==> src/rtl/mult_ctrl_pkg.sv <==
// Shared constants and types for the multiplier-sharing controller.
package mult_ctrl_pkg;
  localparam int OPW = 8;
  localparam int PW  = 16;

  typedef enum logic [1:0] {
    OP_MUL    = 2'b00,
    OP_MAC    = 2'b01,
    OP_CLRMAC = 2'b10,
    OP_RSV    = 2'b11
  } op_e;

  localparam logic ID_A = 1'b0;
  localparam logic ID_B = 1'b1;
endpackage

==> src/rtl/mult_share_ctrl_if.sv <==
// Request (A, B) and response handshake bundle for mult_share_ctrl.
interface mult_share_ctrl_if;
  import mult_ctrl_pkg::*;

  logic                  a_valid, a_ready;
  logic [1:0]            a_op;
  logic [OPW-1:0]        a_x, a_y;
  logic                  b_valid, b_ready;
  logic [1:0]            b_op;
  logic [OPW-1:0]        b_x, b_y;
  logic                  rsp_valid, rsp_ready, rsp_id, rsp_ovf;
  logic [PW-1:0]         rsp_data;
  logic                  busy;

  modport master (
    output a_valid, a_op, a_x, a_y, b_valid, b_op, b_x, b_y, rsp_ready,
    input  a_ready, b_ready, rsp_valid, rsp_id, rsp_data, rsp_ovf, busy
  );

  modport slave (
    input  a_valid, a_op, a_x, a_y, b_valid, b_op, b_x, b_y, rsp_ready,
    output a_ready, b_ready, rsp_valid, rsp_id, rsp_data, rsp_ovf, busy
  );
endinterface

==> src/rtl/mult8bit.sv <==
// Combinational 8x8 signed radix-4 Booth multiplier.
module mult8bit (
  input  logic signed [7:0]  x,
  input  logic signed [7:0]  y,
  output logic signed [15:0] p
);
  logic [8:0]         yb;
  logic signed [15:0] xe;
  logic signed [15:0] pp;

  assign yb = {y, 1'b0};
  assign xe = {{8{x[7]}}, x};

  always_comb begin
    p  = '0;
    pp = '0;
    for (int unsigned i = 0; i < 4; i++) begin
      case (yb[2*i +: 3])
        3'b001, 3'b010: pp = xe;
        3'b011:         pp = xe <<< 1;
        3'b100:         pp = -(xe <<< 1);
        3'b101, 3'b110: pp = -xe;
        default:        pp = '0;
      endcase
      p = p + (pp <<< (2*i));
    end
  end
endmodule

==> src/rtl/rr_arb2.sv <==
// Two-way round-robin arbiter; last winner loses the next tie.
module rr_arb2
  import mult_ctrl_pkg::*;
(
  input  logic       clk,
  input  logic       rst,
  input  logic [1:0] req,
  input  logic       en,
  output logic [1:0] gnt
);
  logic last;

  always_comb begin
    gnt = '0;
    if (en) begin
      case (req)
        2'b01:   gnt = 2'b01;
        2'b10:   gnt = 2'b10;
        2'b11:   gnt = (last == ID_B) ? 2'b01 : 2'b10;
        default: gnt = '0;
      endcase
    end
  end

  always_ff @(posedge clk) begin
    if (rst)
      last <= ID_B;
    else if (|gnt)
      last <= gnt[1] ? ID_B : ID_A;
  end
endmodule

==> src/rtl/mult_share_ctrl.sv <==
// Two-requester controller sharing one Booth multiplier through a 2-stage pipe,
// with a per-requester 16-bit multiply-accumulate register.
module mult_share_ctrl
  import mult_ctrl_pkg::*;
(
  input logic              clk,
  input logic              rst,
  mult_share_ctrl_if.slave bus
);
  logic                  s1_valid, s1_id;
  op_e                   s1_op;
  logic signed [OPW-1:0] s1_x, s1_y;
  logic                  s1_load, s2_load;
  logic [1:0]            gnt;
  logic signed [PW-1:0]  prod, acc_cur, sum;
  logic [PW-1:0]         acc [2];
  logic                  ovf_c;

  assign s2_load = s1_valid && (!bus.rsp_valid || bus.rsp_ready);
  assign s1_load = !s1_valid || s2_load;

  // Reset gates the enable so no ready is shown while rst is high.
  rr_arb2 u_arb (
    .clk (clk),
    .rst (rst),
    .req ({bus.b_valid, bus.a_valid}),
    .en  (s1_load && !rst),
    .gnt (gnt)
  );

  assign bus.a_ready = gnt[ID_A];
  assign bus.b_ready = gnt[ID_B];
  assign bus.busy    = s1_valid || bus.rsp_valid;

  mult8bit u_mult (
    .x (s1_x),
    .y (s1_y),
    .p (prod)
  );

  always_comb begin
    acc_cur = acc[s1_id];
    sum     = acc_cur + prod;
    ovf_c   = (acc_cur[PW-1] == prod[PW-1]) && (sum[PW-1] != acc_cur[PW-1]);
  end

  always_ff @(posedge clk) begin
    if (rst) begin
      s1_valid <= 1'b0;
      s1_id    <= ID_A;
      s1_op    <= OP_MUL;
      s1_x     <= '0;
      s1_y     <= '0;
    end else if (|gnt) begin
      s1_valid <= 1'b1;
      s1_id    <= gnt[ID_B] ? ID_B : ID_A;
      s1_op    <= gnt[ID_B] ? op_e'(bus.b_op) : op_e'(bus.a_op);
      s1_x     <= gnt[ID_B] ? bus.b_x : bus.a_x;
      s1_y     <= gnt[ID_B] ? bus.b_y : bus.a_y;
    end else if (s2_load) begin
      s1_valid <= 1'b0;
    end
  end

  always_ff @(posedge clk) begin
    if (rst) begin
      bus.rsp_valid <= 1'b0;
      bus.rsp_id    <= ID_A;
      bus.rsp_data  <= '0;
      bus.rsp_ovf   <= 1'b0;
      acc[0]        <= '0;
      acc[1]        <= '0;
    end else if (s2_load) begin
      bus.rsp_valid <= 1'b1;
      bus.rsp_id    <= s1_id;
      case (s1_op)
        OP_MAC: begin
          bus.rsp_data <= sum;
          bus.rsp_ovf  <= ovf_c;
          acc[s1_id]   <= sum;
        end
        OP_CLRMAC: begin
          bus.rsp_data <= prod;
          bus.rsp_ovf  <= 1'b0;
          acc[s1_id]   <= prod;
        end
        default: begin
          bus.rsp_data <= prod;
          bus.rsp_ovf  <= 1'b0;
        end
      endcase
    end else if (bus.rsp_ready) begin
      bus.rsp_valid <= 1'b0;
    end
  end
endmodule

==> src/flat_wrapper.sv <==
// flat-port wrapper written by rule: the top's interface ports become plain ports
module mult_share_ctrl_flat import mult_ctrl_pkg::*;
  (clk, rst, bus_a_valid, bus_a_op, bus_a_x, bus_a_y, bus_b_valid, bus_b_op, bus_b_x, bus_b_y, bus_rsp_ready, bus_a_ready, bus_b_ready, bus_rsp_valid, bus_rsp_id, bus_rsp_data, bus_rsp_ovf, bus_busy);
  mult_share_ctrl_if bus_i ();
  input logic clk;
  input logic rst;
  input wire logic [$bits(bus_i.a_valid)-1:0] bus_a_valid;
  input wire logic [$bits(bus_i.a_op)-1:0] bus_a_op;
  input wire logic [$bits(bus_i.a_x)-1:0] bus_a_x;
  input wire logic [$bits(bus_i.a_y)-1:0] bus_a_y;
  input wire logic [$bits(bus_i.b_valid)-1:0] bus_b_valid;
  input wire logic [$bits(bus_i.b_op)-1:0] bus_b_op;
  input wire logic [$bits(bus_i.b_x)-1:0] bus_b_x;
  input wire logic [$bits(bus_i.b_y)-1:0] bus_b_y;
  input wire logic [$bits(bus_i.rsp_ready)-1:0] bus_rsp_ready;
  output wire logic [$bits(bus_i.a_ready)-1:0] bus_a_ready;
  output wire logic [$bits(bus_i.b_ready)-1:0] bus_b_ready;
  output wire logic [$bits(bus_i.rsp_valid)-1:0] bus_rsp_valid;
  output wire logic [$bits(bus_i.rsp_id)-1:0] bus_rsp_id;
  output wire logic [$bits(bus_i.rsp_data)-1:0] bus_rsp_data;
  output wire logic [$bits(bus_i.rsp_ovf)-1:0] bus_rsp_ovf;
  output wire logic [$bits(bus_i.busy)-1:0] bus_busy;
  assign bus_i.a_valid = bus_a_valid;
  assign bus_i.a_op = bus_a_op;
  assign bus_i.a_x = bus_a_x;
  assign bus_i.a_y = bus_a_y;
  assign bus_i.b_valid = bus_b_valid;
  assign bus_i.b_op = bus_b_op;
  assign bus_i.b_x = bus_b_x;
  assign bus_i.b_y = bus_b_y;
  assign bus_i.rsp_ready = bus_rsp_ready;
  assign bus_a_ready = bus_i.a_ready;
  assign bus_b_ready = bus_i.b_ready;
  assign bus_rsp_valid = bus_i.rsp_valid;
  assign bus_rsp_id = bus_i.rsp_id;
  assign bus_rsp_data = bus_i.rsp_data;
  assign bus_rsp_ovf = bus_i.rsp_ovf;
  assign bus_busy = bus_i.busy;
  mult_share_ctrl u_core (.clk(clk), .rst(rst), .bus(bus_i));
endmodule
==> config.mk <==
export PLATFORM = sky130hd
export DESIGN_NAME = mult_share_ctrl_flat
export DESIGN_NICKNAME = d
export VERILOG_FILES = /design/src/rtl/mult_ctrl_pkg.sv /design/src/rtl/mult_share_ctrl_if.sv /design/src/rtl/mult8bit.sv /design/src/rtl/rr_arb2.sv /design/src/rtl/mult_share_ctrl.sv /design/src/flat_wrapper.sv
export SDC_FILE = /design/constraint.sdc
export NUM_CORES = 1
export LEC_CHECK = 0
export CELL_PAD_IN_SITES_DETAIL_PLACEMENT = 0
export CELL_PAD_IN_SITES_GLOBAL_PLACEMENT = 1
export CORE_MARGIN = 8
export CORE_UTILIZATION = 44
export CTS_CLUSTER_DIAMETER = 100
export DETAILED_ROUTE_END_ITERATION = 10
export PLACE_DENSITY = 0.83
export SKIP_CTS_REPAIR_TIMING = 1
export SLEW_MARGIN = 20
export SYNTH_ARGS = -nofsm -noshare
export SYNTH_HDL_FRONTEND = slang
export SYNTH_SLANG_ARGS = --single-unit
==> constraint.sdc <==
create_clock -name clk -period 8.28 [get_ports clk]
set_input_delay 1.656 -clock clk [delete_from_list [all_inputs] [get_ports clk]]
set_output_delay 1.656 -clock clk [all_outputs]
set_load 0.005 [all_outputs]
Word level (Yosys, flattened, before mapping). Memory sizes are Yosys's and may differ from the RTL's. A register that Yosys moved wholly into a read port is not among the register bits. Cells that the tools add are included.

Register bits after elaboration: 40. Word-level logic and storage cells: 98. Output and inout port bits: 22. Memory bits (writable): 32. Memories kept: 1.

Bitwise gates (word level): 1. Add/subtract/negate cells: 6. Mux-type cells: 33. Reduce and logical (&&, ||, !) cells: 19. Equality and inequality tests: 28.

Memories: u_core.acc (words 2, width 16, read ports 1, clocked after Yosys merged registers in 1, write ports 2, line mult_share_ctrl.sv:16) `logic [PW-1:0] acc [2];`.

Operators with widths (count): 16-bit adder (4); 14-bit case mux with 4 select lines (1); 16-bit two-way mux (3); 12-bit case mux with 4 select lines (1); 16-bit case mux with 3 select lines (1); 10-bit case mux with 4 select lines (1); 3-bit == test, second input constant (9); 1-bit two-way mux (20); 3-bit by 2-bit == test with 1-bit output, second input constant (6); 8-bit two-way mux (2); 8-bit negation with 16-bit output (1); 9-bit negation with 16-bit output (1); 16-bit OR reduction (1); 2-bit OR reduction (7); 2-bit == test, second input constant (5); 3-bit by 1-bit == test with 1-bit output, second input constant (3); 2-bit by 1-bit == test with 1-bit output, second input constant (3); 2-bit two-way mux (3); 2-bit case mux with 3 select lines (1); 2-bit nonzero test (2); 1-bit logical AND (3); 1-bit logical NOT (3); 1-bit logical OR (3); 1-bit == test (1); other kinds (2) (2).

Longest topological paths before layout.
Word-level depth: 10. Gate-level depth with buffers: 33. Gate-level depth less buffers: 28.

By module. From an unflattened synthesis, not the netlist that was laid out.

Cells, all modules: 844. Area, all modules: 6900.4 um^2.

Modules (own cells, without submodules): mult_share_ctrl (area each 4012.6 um^2, cells each 434, sequential area each 1761.7 um^2, times used 1); mult8bit (area each 2829.0 um^2, cells each 402, sequential area each 0.0 um^2, times used 1); rr_arb2 (area each 58.8 um^2, cells each 8, sequential area each 20.0 um^2, times used 1).

Worst setup path after synthesis. OpenSTA, ideal clock, no wires.

Kind: reg-to-reg. Start point: register u_core.s1_x[1]. End point: memory u_core.acc[0][15] (data pin). Buffers on the path: 5. Required time: 8.006 ns. Clock period less this slack: 6.485 ns. Slack: 1.795 ns. Stages on the path, launching flop included: 34. Data arrival time: 6.211 ns. Cell sequence: dfxtp_1 > clkbuf_1 > inv_1 > ha_1 > buf_4 > or3b_1 > buf_6 > or3_1 > clkbuf_1 > nand2_1 > xor2_1 > o21ai_0 > nand2_1 > o21ai_0 > fa_1 > inv_1 > fa_1 > inv_1 > ha_1 > nand2_1 > a21oi_1 > o311a_1 > o21a_1 > nor2_1 > ha_1 > clkbuf_1 > o2111ai_1 > inv_1 > a221oi_1 > o211ai_1 > xnor2_1 > nand2_1 > xor2_1 > nor2_1.

RTL lines: start, declared (line mult_share_ctrl.sv:12) `logic signed [OPW-1:0] s1_x, s1_y;`; start signal, assigned (line mult_share_ctrl.sv:58) `s1_x <= gnt[ID_B] ? bus.b_x : bus.a_x;`; end, declared (line mult_share_ctrl.sv:16).

==> flow_summary.ini <==
[route]
drc = 0
viasPerCell = 6.07
wl_per_cell_um = 20.0
drtIter0Drc = 739
via_count = 6412
first_pass_iters = 8
ant_nets = 0
wl_um = 21200

[power]
p_per_area_nw_per_um2 = 196
ir_drop_mv = 0.114
power_leakage_nw = 3.09

[grt]
grt_pass1_vias = 6411
grt_pass1_wl_um = 34500
overflow = 0
use_met3_pct = 3.49
grtUsageTotal_pct = 22.0
use_met1_pct = 28.1
grt_max_degree = 44
met2_usage_pct = 37.1
antenna_found_initial = 0
gr-max-usage-layer = met2

[clock_network]
root_buffer = clkbuf_16
worstSkewPairLatency_ns = 0.34
cts_buffers = 9
cts.path.max_buffers = 2
h-tree-depth = 3
clk_pin_slew_ns = 0.06
cts_sinks = 73
cts_tree = yes

[synthesis]
synthCells = 840
syn-num-nets = 936
synth_edf_count = 32
postSynthAreaPerCell_sq_um = 7.98
synth_seq_cells = 73
yosysTopAreaCellShare_pct = 14.3
synth_warnings = 0
async_flop_share_pct = 0
synth.cell_area_sq_um = 6700
synthFlopType = dfxtp_1
seq_area_frac_synth_pct = 26.6
yosys.area.top_type = edfxtp_1
yosys-top-cells-area = edfxtp_1, dfxtp_1, fa_1
synth_cell_types = 67

[cells_and_area]
area.growth.synth_to_final_pct = 14.7
layout.nets = 960
fillers = 1456
drive_gt1_share_pct = 5.87
final_cell_area_sq_um = 7690
antenna_cells = 0

[min_path]
hp-class = reg2reg
worstHoldStart = u_core.bus.rsp_id
whs_path_depth = 2
hold_end = u_core.bus.rsp_id

[die]
die-area_sq_um = 19400
core-area_sq_um = 15000
core.rowCount = 45
die_width_um = 139
io_pins = 63
die_h_um = 139
initial_core_util_pct = 44.6

[timing]
hold_violations = 0
max_freq_mhz = 139
rsz0062_at_grt = no
fin_skew_ns = 0.00841
fin_crit_ns = 7.18
setup_viol = 0
timing.setup.tns_ns = 0
timing.final.crit_share_pct = 86.7
slew_headroom_pct = 24.5
slew_viol_final = 0
tightestPinTransition_ns = 1.13
setup_ws_ns = 1.10

[setup_path]
reg2reg_slack_ns = 1.10
r2r.worst_path.cells = 28
r2r-end = u_core.acc[0][15]
cp_max_fo = 9
cp.required_ns = 8.36
slowest_stage = fa_1
crit_path_max_incr_delay_ns = 0.57
cp.arrival_ns = 7.26
start_kind = register
crit_path_end_kind = register
r2r_start = u_core.s1_x[0]
crit_type = reg2reg

[placement]
gp_congestion = 0.908
post-place-ws_ns = 1.17
port_buffers = 62
placed_cell_area_sq_um = 7390
hpwl_um = 15500

[run]
maxCapViolCount = 0

[outcome]
status = finished clean
==> stage by stage <==
stage | utilization [%] | hold WS [ns] | instances | power, mW
2_1_floorplan | - | 0.448 | 840 | 0.927
3_3_place_gp | 49.2 | 0.446 | 1041 | 1.10
3_5_place_dp | 49.2 | 0.460 | 1041 | 1.11
4_1_cts | 51.1 | 0.469 | 1057 | 1.51
5_1_grt | 51.2 | 0.491 | 1057 | 1.61
6_report | 51.2 | 0.467 | 1057 | 1.51
==> layout make-up <==
cell class | instances | area [sq um] | area share (%)
multi-input combinational | 651 | 4470 | 58.1
sequential | 73 | 1780 | 23.2
timing repair buffer | 71 | 688 | 8.95
clock buffer | 10 | 250 | 3.25
tap | 188 | 235 | 3.06
inverter | 58 | 218 | 2.83
clock inverter | 6 | 47.5 | 0.618
==> routing by layer <==
layer	vias up	wire length (um)
met1	3098	9130
met5	-	0
met3	39	1310
met4	0	509
met2	218	10200
li1	3057	-
==> worst max path at each step <==
stage	slack (ns)	end	start
2_1_floorplan	1.79	u_core.acc[0][15]	u_core.s1_x[1]
3_3_place_gp	1.35	u_core.acc[0][15]	u_core.s1_x[0]
3_5_place_dp	1.17	u_core.acc[0][15]	u_core.s1_x[0]
4_1_cts	1.15	u_core.acc[0][15]	u_core.s1_x[0]
5_1_grt	0.55	u_core.acc[0][15]	u_core.s1_x[0]
6_report	1.10	u_core.acc[0][15]	u_core.s1_x[0]
==> state kept, by name (all words and copies together), names as in the netlist, named ones only <==
register / cells
u_core.acc: 32
u_core.s1_valid: 1
u_core.u_arb.last: 1
u_core.bus.rsp_data: 16
u_core.s1_id: 1
u_core.s1_y: 8
u_core.bus.rsp_id: 1
u_core.s1_x: 8
u_core.bus.rsp_ovf: 1
u_core.s1_op: 2
u_core.bus.rsp_valid: 1
==> power by group <==
part | total (mW) | switching (mW) | leakage (nW) | internal (mW)
logic | 0.683 | 0.412 | 2.28 | 0.270
clock network | 0.394 | 0.170 | 0.145 | 0.224
registers | 0.431 | 0.0328 | 0.667 | 0.398
==> Yosys cell counts (6+ instances only) <==
library cell and instances:
mux2i_1 17, and2_1 6, o211ai_1 16, nand2_1 84, a21o_1 12, inv_1 57
fa_1 22, nor2b_1 11, ha_1 33, o21ai_0 44, a222oi_1 9, nand3_1 12
dfxtp_1 41, nor2_1 110, a22oi_1 15, mux2_2 16, nor3_1 14, a211oi_1 15
xnor2_1 26, edfxtp_1 32, a21oi_1 69, o221ai_1 7, nand2b_1 14, xor2_1 14
a221oi_1 12, clkbuf_1 49
==> cell families after synthesis <==
logic type / synth area share, %
AOI/OAI and AO/OA: 24.6
adders and majority gates: 12.7
buffers and inverters: 6.81
and+or+nand+nor: 18.3
xor gates and xnor gates: 5.58
muxes: 5.39
DFF: 26.6
==> layout by cell type (no fill, tap or decap), types with 14 or more instances in the layout <==
cell             synthesis  layout
a211oi_1                15      15
a21oi_1                 69      69
a22oi_1                 15      15
clkdlybuf4s50_1          0      62
dfxtp_1                 41      41
edfxtp_1                32      32
fa_1                    22      22
ha_1                    33      33
inv_1                   57      57
mux2_2                  16      16
mux2i_1                 17      17
nand2_1                 84      84
nand2b_1                14      14
nor2_1                 110     110
nor3_1                  14      14
o211ai_1                16      16
o21ai_0                 44      44
xnor2_1                 26      26
xor2_1                  14      14
==> worst max-delay path: cells and delay by family (launching register included) <==
| family | cells | cell delay (ns) |
|---|---|---|
| buf+inv | 4 | 0.37 |
| xor+xnor | 3 | 0.63 |
| compound gates | 8 | 1.59 |
| simple gates | 8 | 1.76 |
| flops | 1 | 0.39 |
| fa+ha+maj | 5 | 2.18 |
(Power assumes the default switching activity.)
